`config.mk`:
```
export PLATFORM = sky130hd
export DESIGN_NAME = swap_mem_datapath
export DESIGN_NICKNAME = d
export VERILOG_FILES = /design/src/rtl/swap_pkg.sv /design/src/rtl/swap_regfile.sv /design/src/rtl/swap_mem_datapath.sv
export SDC_FILE = /design/constraint.sdc
export NUM_CORES = 1
export LEC_CHECK = 0
export CORE_ASPECT_RATIO = 0.9
export CORE_UTILIZATION = 45
export DETAILED_ROUTE_END_ITERATION = 8
export GPL_ROUTABILITY_DRIVEN = 1
export PLACE_DENSITY = 0.65
export SYNTH_ARGS = -nofsm -noshare
export SYNTH_HDL_FRONTEND = slang
export SYNTH_HIERARCHICAL = 1
export SYNTH_SLANG_ARGS = --single-unit
```
`constraint.sdc`:
```
create_clock -name clk -period 2.25 [get_ports clk]
set_input_delay 0.45 -clock clk [delete_from_list [all_inputs] [get_ports clk]]
set_output_delay 0.45 -clock clk [all_outputs]
set_load 0.01 [all_outputs]
```
`src/rtl/swap_pkg.sv`:
```
// Shared definitions for the swap control FSM and the swap memory datapath.
package swap_pkg;

    localparam int DATA_W_DEF = 8;
    localparam int DEPTH_DEF  = 16;

    // Phase encoding driven by the swap FSM on its sel output
    typedef enum logic [1:0] {
        PH_IDLE  = 2'b00,
        PH_LOAD  = 2'b01,
        PH_COPY  = 2'b10,
        PH_STORE = 2'b11
    } phase_t;

endpackage

```
`src/rtl/swap_regfile.sv`:
```
// Register-file memory: one write port, one registered read port and one
// combinational read port used by the swap phases.
module swap_regfile
    import swap_pkg::*;
#(
    parameter int DATA_W = DATA_W_DEF,
    parameter int DEPTH  = DEPTH_DEF,
    parameter int ADDR_W = $clog2(DEPTH)
) (
    input  logic              clk,
    input  logic              rstn,
    input  logic              we,
    input  logic [ADDR_W-1:0] waddr,
    input  logic [DATA_W-1:0] wdata,
    input  logic [ADDR_W-1:0] raddr,
    output logic [DATA_W-1:0] rdata,
    input  logic [ADDR_W-1:0] caddr,
    output logic [DATA_W-1:0] cdata
);

    logic [DATA_W-1:0] mem_r [DEPTH];
    logic [DATA_W-1:0] rdata_r;

    // Array write and registered read; the read sees the pre-write contents
    always_ff @(posedge clk or negedge rstn) begin
        if (!rstn) begin
            for (int i = 0; i < DEPTH; i++) begin
                mem_r[i] <= '0;
            end
            rdata_r <= '0;
        end else begin
            if (we) begin
                mem_r[waddr] <= wdata;
            end
            rdata_r <= mem_r[raddr];
        end
    end

    assign rdata = rdata_r;
    assign cdata = mem_r[caddr];

endmodule

```
`src/rtl/swap_mem_datapath.sv`:
```
// Datapath behind the swap FSM: exchanges mem[A] and mem[B] through a temp
// register, and serves host writes/reads plus busy, done and a swap counter.
module swap_mem_datapath
    import swap_pkg::*;
#(
    parameter int DATA_W = DATA_W_DEF,
    parameter int DEPTH  = DEPTH_DEF,
    parameter int ADDR_W = $clog2(DEPTH),
    parameter int CNT_W  = 8
) (
    input  logic              clk,
    input  logic              rstn,
    input  logic              swap,
    input  logic [1:0]        sel,
    input  logic              w,
    input  logic [ADDR_W-1:0] addr_a,
    input  logic [ADDR_W-1:0] addr_b,
    input  logic              wr_en,
    input  logic [ADDR_W-1:0] wr_addr,
    input  logic [DATA_W-1:0] wr_data,
    input  logic [ADDR_W-1:0] rd_addr,
    output logic [DATA_W-1:0] rd_data,
    output logic              busy,
    output logic              done,
    output logic              wr_drop,
    output logic [CNT_W-1:0]  swap_cnt
);

    phase_t            phase_s;
    logic [ADDR_W-1:0] lat_a_r;
    logic [ADDR_W-1:0] lat_b_r;
    logic [DATA_W-1:0] temp_r;
    logic              store_r;
    logic              done_r;
    logic              wr_drop_r;
    logic [CNT_W-1:0]  cnt_r;
    logic              we_s;
    logic [ADDR_W-1:0] waddr_s;
    logic [DATA_W-1:0] wdata_s;
    logic [ADDR_W-1:0] caddr_s;
    logic [DATA_W-1:0] cdata_s;

    assign phase_s = phase_t'(sel);
    // Only the load phase reads mem[lat_a]; copy needs mem[lat_b]
    assign caddr_s = (phase_s == PH_LOAD) ? lat_a_r : lat_b_r;

    // Write-port mux between host and swap phases
    always_comb begin
        we_s    = 1'b0;
        waddr_s = wr_addr;
        wdata_s = wr_data;
        case (phase_s)
            PH_IDLE: begin
                we_s = wr_en & ~w;
            end
            PH_COPY: begin
                we_s    = w;
                waddr_s = lat_a_r;
                wdata_s = cdata_s;
            end
            PH_STORE: begin
                we_s    = w;
                waddr_s = lat_b_r;
                wdata_s = temp_r;
            end
            default: begin
                we_s = 1'b0;
            end
        endcase
    end

    swap_regfile #(
        .DATA_W (DATA_W),
        .DEPTH  (DEPTH),
        .ADDR_W (ADDR_W)
    ) u_regfile (
        .clk   (clk),
        .rstn  (rstn),
        .we    (we_s),
        .waddr (waddr_s),
        .wdata (wdata_s),
        .raddr (rd_addr),
        .rdata (rd_data),
        .caddr (caddr_s),
        .cdata (cdata_s)
    );

    // Swap address latch and temp capture
    always_ff @(posedge clk or negedge rstn) begin
        if (!rstn) begin
            lat_a_r <= '0;
            lat_b_r <= '0;
            temp_r  <= '0;
        end else begin
            if (phase_s == PH_IDLE && swap) begin
                lat_a_r <= addr_a;
                lat_b_r <= addr_b;
            end
            if (w && phase_s == PH_LOAD) begin
                temp_r <= cdata_s;
            end
        end
    end

    // Status pulses and saturating completed-swap counter
    always_ff @(posedge clk or negedge rstn) begin
        if (!rstn) begin
            store_r   <= 1'b0;
            done_r    <= 1'b0;
            wr_drop_r <= 1'b0;
            cnt_r     <= '0;
        end else begin
            store_r   <= w && (phase_s == PH_STORE);
            done_r    <= store_r;
            wr_drop_r <= wr_en && w;
            if (w && phase_s == PH_STORE && cnt_r != {CNT_W{1'b1}}) begin
                cnt_r <= cnt_r + CNT_W'(1);
            end
        end
    end

    assign busy     = w;
    assign done     = done_r;
    assign wr_drop  = wr_drop_r;
    assign swap_cnt = cnt_r;

endmodule

```
==> out/summary.txt, run 1 <==
Status: finished, violations left
Failing checks: negative setup slack
Worst-Margin Slew: 967 ps
Die ar.: 0.0193 mm^2
Setup_tns: -37450 ps
Final Power: 13.3 mW
Syn. warnings: 6
Sequential area share after synthesis: 0.483
Vias in the first global route: 6203
Startpoint Class: flop
Mapped Cells: 571
Ant diodes: 0
Max-cap violations: 0
Drt first pass iters: 4
Avg WL per Cell: 25.3 um
Area Growth Syn to Fin: 33.2%
Syn Nets: 603
Sink Count: 163
Power share of the clock group: 0.214
Port Buffers: 49
Post-DP HPWL: 15.1 mm
DR vias: 5751
Via density: 6.07
Switching power: 4.23 mW
Grt ovf: 0
Final nets: 721
Worst VDD drop: 0.585 mV
Pins Over Slew Limit: 0
Async set or reset register ratio after synthesis: 1.00
Main synth FF type: dfrtp_1
Yosys reg bits: 163
Crit path time final: 2590 ps
GPL Wtd Cong: 0.800
Antenna Violating Nets Remaining: 0
Die H: 132 um
Static leakage: 4.84 nW
Switch share: 0.317
Final setup vio count: 128
Final Core Density: 0.611
Die width: 146 um
Synth unique cells: 41
Clk_lat worst skew: 440 ps
Final worst-path cycle share: 1.15
RSZ-0062 raised after global routing: true
CP Data Required Time: 2570 ps
Post-DP Area: 0.0101 mm^2
Core Region: 0.0184 mm^2
Clock-pin slew on the worst setup and hold paths: 70 ps
Initial drt markers: 375
Worst min path class: reg2reg
Clk buf depth: 2
Internal: 9.10 mW
Fmax: 386 MHz
CTS Buf Count: 17
IO Count: 50
Share of post-route cells with drive strength above 1: 0.564
Root Driver: clkbuf_16
Hold_ws: 362 ps
Fillers: 1353
First-pass GRT wire length: 37.3 mm
Rows: 47
Slew Limit Headroom: 0.353
Initial antenna violation count: 0
Mapped cell area: 0.00844 mm^2
Pre-CTS setup slack: -1460 ps
H-tree levels: 4
EDFF count, synth: 0
Flop pwr share: 0.392
PwrDens: 1180 mW/mm^2
Endpoints failing hold: 0
Pin count of the biggest net entering global routing: 54
Mapped Avg Cell Area: 14.8 um^2
Placed Instances: 893
Combinational power share: 0.394
Routed WL: 24.0 mm
Worst Path Class, Setup: reg2reg
Worst setup margin: -342 ps
Crit. End Element: flop
Final Non-Filler Cells: 947
GRT Total Usage: 0.260
CTS tree: built
Initial Util: 0.459
Post-route cell area: 0.0112 mm^2
Critical-path maximum fanout: 8
CP arrival: 2910 ps
DRC Markers: 0
Skew final: 11.9 ps
-- layer usage --
layer / up-vias / share of wire / track usage
li1: 2435 / - / -
met1: 3072 / 0.43 / 0.353
met2: 193 / 0.49 / 0.409
met3: 51 / 0.051 / 0.0502
met4: 0 / 0.033 / 0.119
met5: - / 0 / 0
-- cell type report --
cell class / count / area [um^2] / share of cell area
flip-flops and latches: 163 / 4080 / 0.363
multi-input cells: 371 / 4890 / 0.435
well taps: 245 / 307 / 0.0273
inverters: 2 / 7.51 / 0.000667
repair buffers: 134 / 1390 / 0.124
clock inverters: 13 / 128 / 0.0113
clock buffers: 19 / 443 / 0.0394
-- what timing repair did --
action                                 4_1_cts  5_1_grt
hold buffers                                 1        0
pin swaps                                    9       13
cloned                                       6        1
buffers inserted                             6        8
resized for setup                           58       24
endpoints found under the hold margin       21        0
setup endpoints to repair                  136      128
-- power by group through the flow --
stage	clock, mW	sequential [mW]	combinational [mW]
final	2.85	5.23	5.25
after global routing	3.00	5.40	5.53
after CTS	2.89	5.19	5.00
after detailed placement	0	5.18	4.54
after global placement	0	5.06	4.44
after floorplan	0	4.91	3.47
-- sequential cells by signal, indices dropped and copies added (netlist names) --
register / flops
lat_a_r: 4
u_regfile/rdata: 8
done: 1
u_regfile/mem_r: 128
store_r: 1
lat_b_r: 4
temp_r: 8
wr_drop: 1
swap_cnt: 8
-- logic make-up (layout without fill, tap and decap cells) --
group,after synthesis,in the layout,share of synthesized area
muxes,228,230,0.388
DFF,163,163,0.483
and+or+nand+nor,82,82,0.0578
AOI/OAI and AO/OA,53,57,0.0439
buffers and inverters,43,168,0.0250
adders and majority gates,1,1,0.00148
xor gates and xnor gates,1,1,0.00104
-- worst paths after layout --
check	startpoint	endpoint	slack, ps	depth (start not counted)
setup / recovery	lat_b_r[0]	u_regfile/mem_r[11]	-340	8
hold / removal	store_r	done	360	0
setup reg to reg	lat_b_r[0]	u_regfile/mem_r[11]	-340	8
hold reg to reg	store_r	done	360	0
max in group asynchronous	rstn	u_regfile/mem_r[61]	1000	3
min in group asynchronous	rstn	done	530	2
-- critical path, stage by stage (launching register included) --
cell and delay (ps):
dfrtp_2 440, mux2_8 370, buf_6 150, mux4_2 430, a22oi_2 290, nand2_2 110, mux2i_4 240, a21oi_4 150
mux2_4 300
-- placed cells by master (no fill, tap or decap), drive strengths merged, types with 4 or more instances in the layout --
cell type      instances
clkdlybuf4s50         45
a22oi                 32
mux2                 154
mux2i                 12
mux4                  64
a21oi                 18
buf                   88
inv                    5
and2                   4
clkbuf                19
nand3                  5
nor2b                  5
nor3                   7
nand2                 23
dfrtp                163
nor2                  22
clkinv                 7
nand2b                 4
-- cell usage after synthesis (2+ instances only) --
| cell type | number | area share |
|---|---|---|
| mux2i_1 | 12 | 0.014 |
| nand3_1 | 5 | 0.0030 |
| nor2b_1 | 5 | 0.0037 |
| or3_1 | 2 | 0.0015 |
| dfrtp_1 | 163 | 0.48 |
| a21oi_1 | 14 | 0.0083 |
| nor2_2 | 6 | 0.0044 |
| nor3_2 | 6 | 0.0071 |
| inv_1 | 2 | 0.00089 |
| nand2_1 | 22 | 0.0098 |
| nand2b_1 | 2 | 0.0015 |
| buf_6 | 3 | 0.0040 |
| nand3b_1 | 2 | 0.0018 |
| mux4_2 | 64 | 0.17 |
| buf_1 | 4 | 0.0018 |
| mux2_2 | 152 | 0.20 |
| a22oi_1 | 32 | 0.028 |
| nand2b_4 | 2 | 0.0033 |
| o2111a_1 | 2 | 0.0027 |
| buf_4 | 3 | 0.0027 |
| nor2_1 | 16 | 0.0071 |
| and2_1 | 4 | 0.0030 |
| buf_2 | 13 | 0.0077 |
| clkbuf_1 | 18 | 0.0080 |
Power figures use the tool's default switching activity.
==> inputs of run 2 (changes only) <==
CORE_ASPECT_RATIO = 1.25   (was 0.9)
clock period = 2.1 ns   (was 2.25 ns; I/O delays follow)
==> run 2 against run 1 <==
- the flow still finishes with violations (negative setup slack)
- register-to-register slack worse by 160 ps
- design area is 1.4% higher
- global-route usage rose by 0.69 points
- die area about the same
- critical path type unchanged
- critical endpoint is now u_regfile/mem_r[56]
==> out/summary.txt, run 2 (synthesis results as in run 1) <==
Rows: 55
Initial drt markers: 579
Clk buf depth: 2
Die ar.: 0.0193 mm^2
CP Data Required Time: 2420 ps
Vias in the first global route: 6092
CTS Buf Count: 17
Clock-pin slew on the worst setup and hold paths: 60 ps
Slew Limit Headroom: 0.249
Die H: 155 um
Slowest stage delay, CP: 430 ps
Static leakage: 4.90 nW
Worst VDD drop: 0.742 mV
Final worst-path cycle share: 1.24
Clk_lat worst skew: 430 ps
Post-DP HPWL: 15.8 mm
Worst min path class: reg2reg
Share of post-route cells with drive strength above 1: 0.576
Final setup vio count: 136
Setup slack, reg-to-reg: -500 ps
Final nets: 733
IO Count: 50
Failing checks: negative setup slack
Pins Over Slew Limit: 0
Critical-path maximum fanout: 8
Crit path time final: 2600 ps
Area Growth Syn to Fin: 35.1%
Core Region: 0.0182 mm^2
Initial Util: 0.463
Initial antenna violation count: 0
DR vias: 5818
Endpoints failing hold: 0
Worst Path Class, Setup: reg2reg
Status: finished, violations left
Port Buffers: 49
Startpoint Class: flop
Skew final: 6.33 ps
Antenna Violating Nets Remaining: 0
Most common cell after layout, fill and taps aside: dfrtp_1
Commonest non-fill, non-tap cells in the layout: 163 x dfrtp_1, 111 x mux2_4, 71 x buf_4, 64 x mux4_2, 45 x clkdlybuf4s50_1
Fmax: 385 MHz
RSZ-0062 raised after global routing: true
Worst setup margin: -500 ps
Pre-CTS setup slack: -1380 ps
PwrDens: 1300 mW/mm^2
Final Power: 14.8 mW
First-pass GRT wire length: 37.9 mm
Sink Count: 163
Pin count of the biggest net entering global routing: 54
Worst-Margin Slew: 1120 ps
Via density: 6.18
H-tree levels: 4
Most flop-heavy register: u_regfile/mem_r
Drt first pass iters: 4
Flop pwr share: 0.380
Root Driver: clkbuf_16
Slowest stage cell, crit path: dfrtp_1
GPL Wtd Cong: 0.852
CP arrival: 2920 ps
Routed WL: 24.8 mm
Die width: 125 um
Max-cap violations: 0
Ant diodes: 0
Max FFs per register: 128
DRC Markers: 0
Crit. End Element: flop
Switch share: 0.311
Power share of the clock group: 0.224
Switching power: 4.60 mW
Internal: 10.2 mW
Most used cell, CP: mux2_4
Avg WL per Cell: 26.4 um
Combinational power share: 0.396
Grt ovf: 0
CTS tree: built
CP Cell Sequence: mux2_4 -> buf_4 -> mux4_2 -> a22oi_2 -> nand2_2 -> mux2i_4 -> a21oi_4 -> mux2_4
GRT Total Usage: 0.267
## run 2: what timing repair did
item | in CTS | in global routing
cloned | 7 | 2
setup endpoints to repair | 136 | 136
setup buffers | 4 | 1
gates resized for setup | 80 | 21
endpoints found under the hold margin | 50 | 0
pin swaps | 19 | 8
hold buffers | 1 | 0
## run 2: layer usage
metal | global-route usage | share of wire | wire [um]
met1 | 0.354 | 0.42 | 10400
met2 | 0.439 | 0.50 | 12500
met3 | 0.0426 | 0.044 | 1090
met4 | 0.114 | 0.033 | 822
met5 | 0 | 0 | 0
## run 2: final timing paths
kind,endpoint,cells past startpoint,from
worst max-delay path,u_regfile/mem_r[56],8,lat_b_r[0]
worst min-delay path,done,0,store_r
worst max register to register,u_regfile/mem_r[56],8,lat_b_r[0]
worst min register to register,done,0,store_r
max in group asynchronous,u_regfile/mem_r[127],3,rstn
min in group asynchronous,u_regfile/mem_r[5],2,rstn
## run 2: through the flow
stage / area [um^2] / hold slack (ps) / setup TNS [ps] / instances / utilization
floorplan: 8920 / 124 / -88070 / 571 / -
global placement: 10200 / 337 / -170550 / 896 / 0.559
detailed placement: 10200 / 341 / -177230 / 896 / 0.559
CTS: 11300 / 356 / -56770 / 939 / 0.619
global route: 11400 / 362 / -65770 / 942 / 0.625
finish: 11400 / 355 / -59740 / 942 / 0.625
## run 2: cell type report
type	count	area, um^2
timing repair buffer	143	1410
multi-input combinational	374	5000
inverter	2	7.51
tap	228	285
fill	1308	6830
clock inverter	13	183
clock buffer	19	443
sequential	163	4080
## run 2: worst max-delay path, delay by kind of cell (launching register included)
family | cells | cell delay, ps
muxes | 4 | 1400
and+or+nand+nor | 1 | 110
AOI/OAI and AO/OA | 2 | 360
DFF | 1 | 430
buffers and inverters | 1 | 180
## run 2: power groups by stage
stage / Sequential, mW / Clock (mW) / Combinational (mW)
global placement: 5.44 / 0 / 4.80
floorplan: 5.26 / 0 / 3.72
finish: 5.63 / 3.32 / 5.86
global route: 5.78 / 3.49 / 6.18
detailed placement: 5.56 / 0 / 4.94
CTS: 5.58 / 3.36 / 5.64
==> inputs of run 3 (changes only) <==
GPL_TIMING_DRIVEN = 1   (was default)
==> results of run 3 <==
No change in the layout: final DEF, timing and power equal those of run 2.
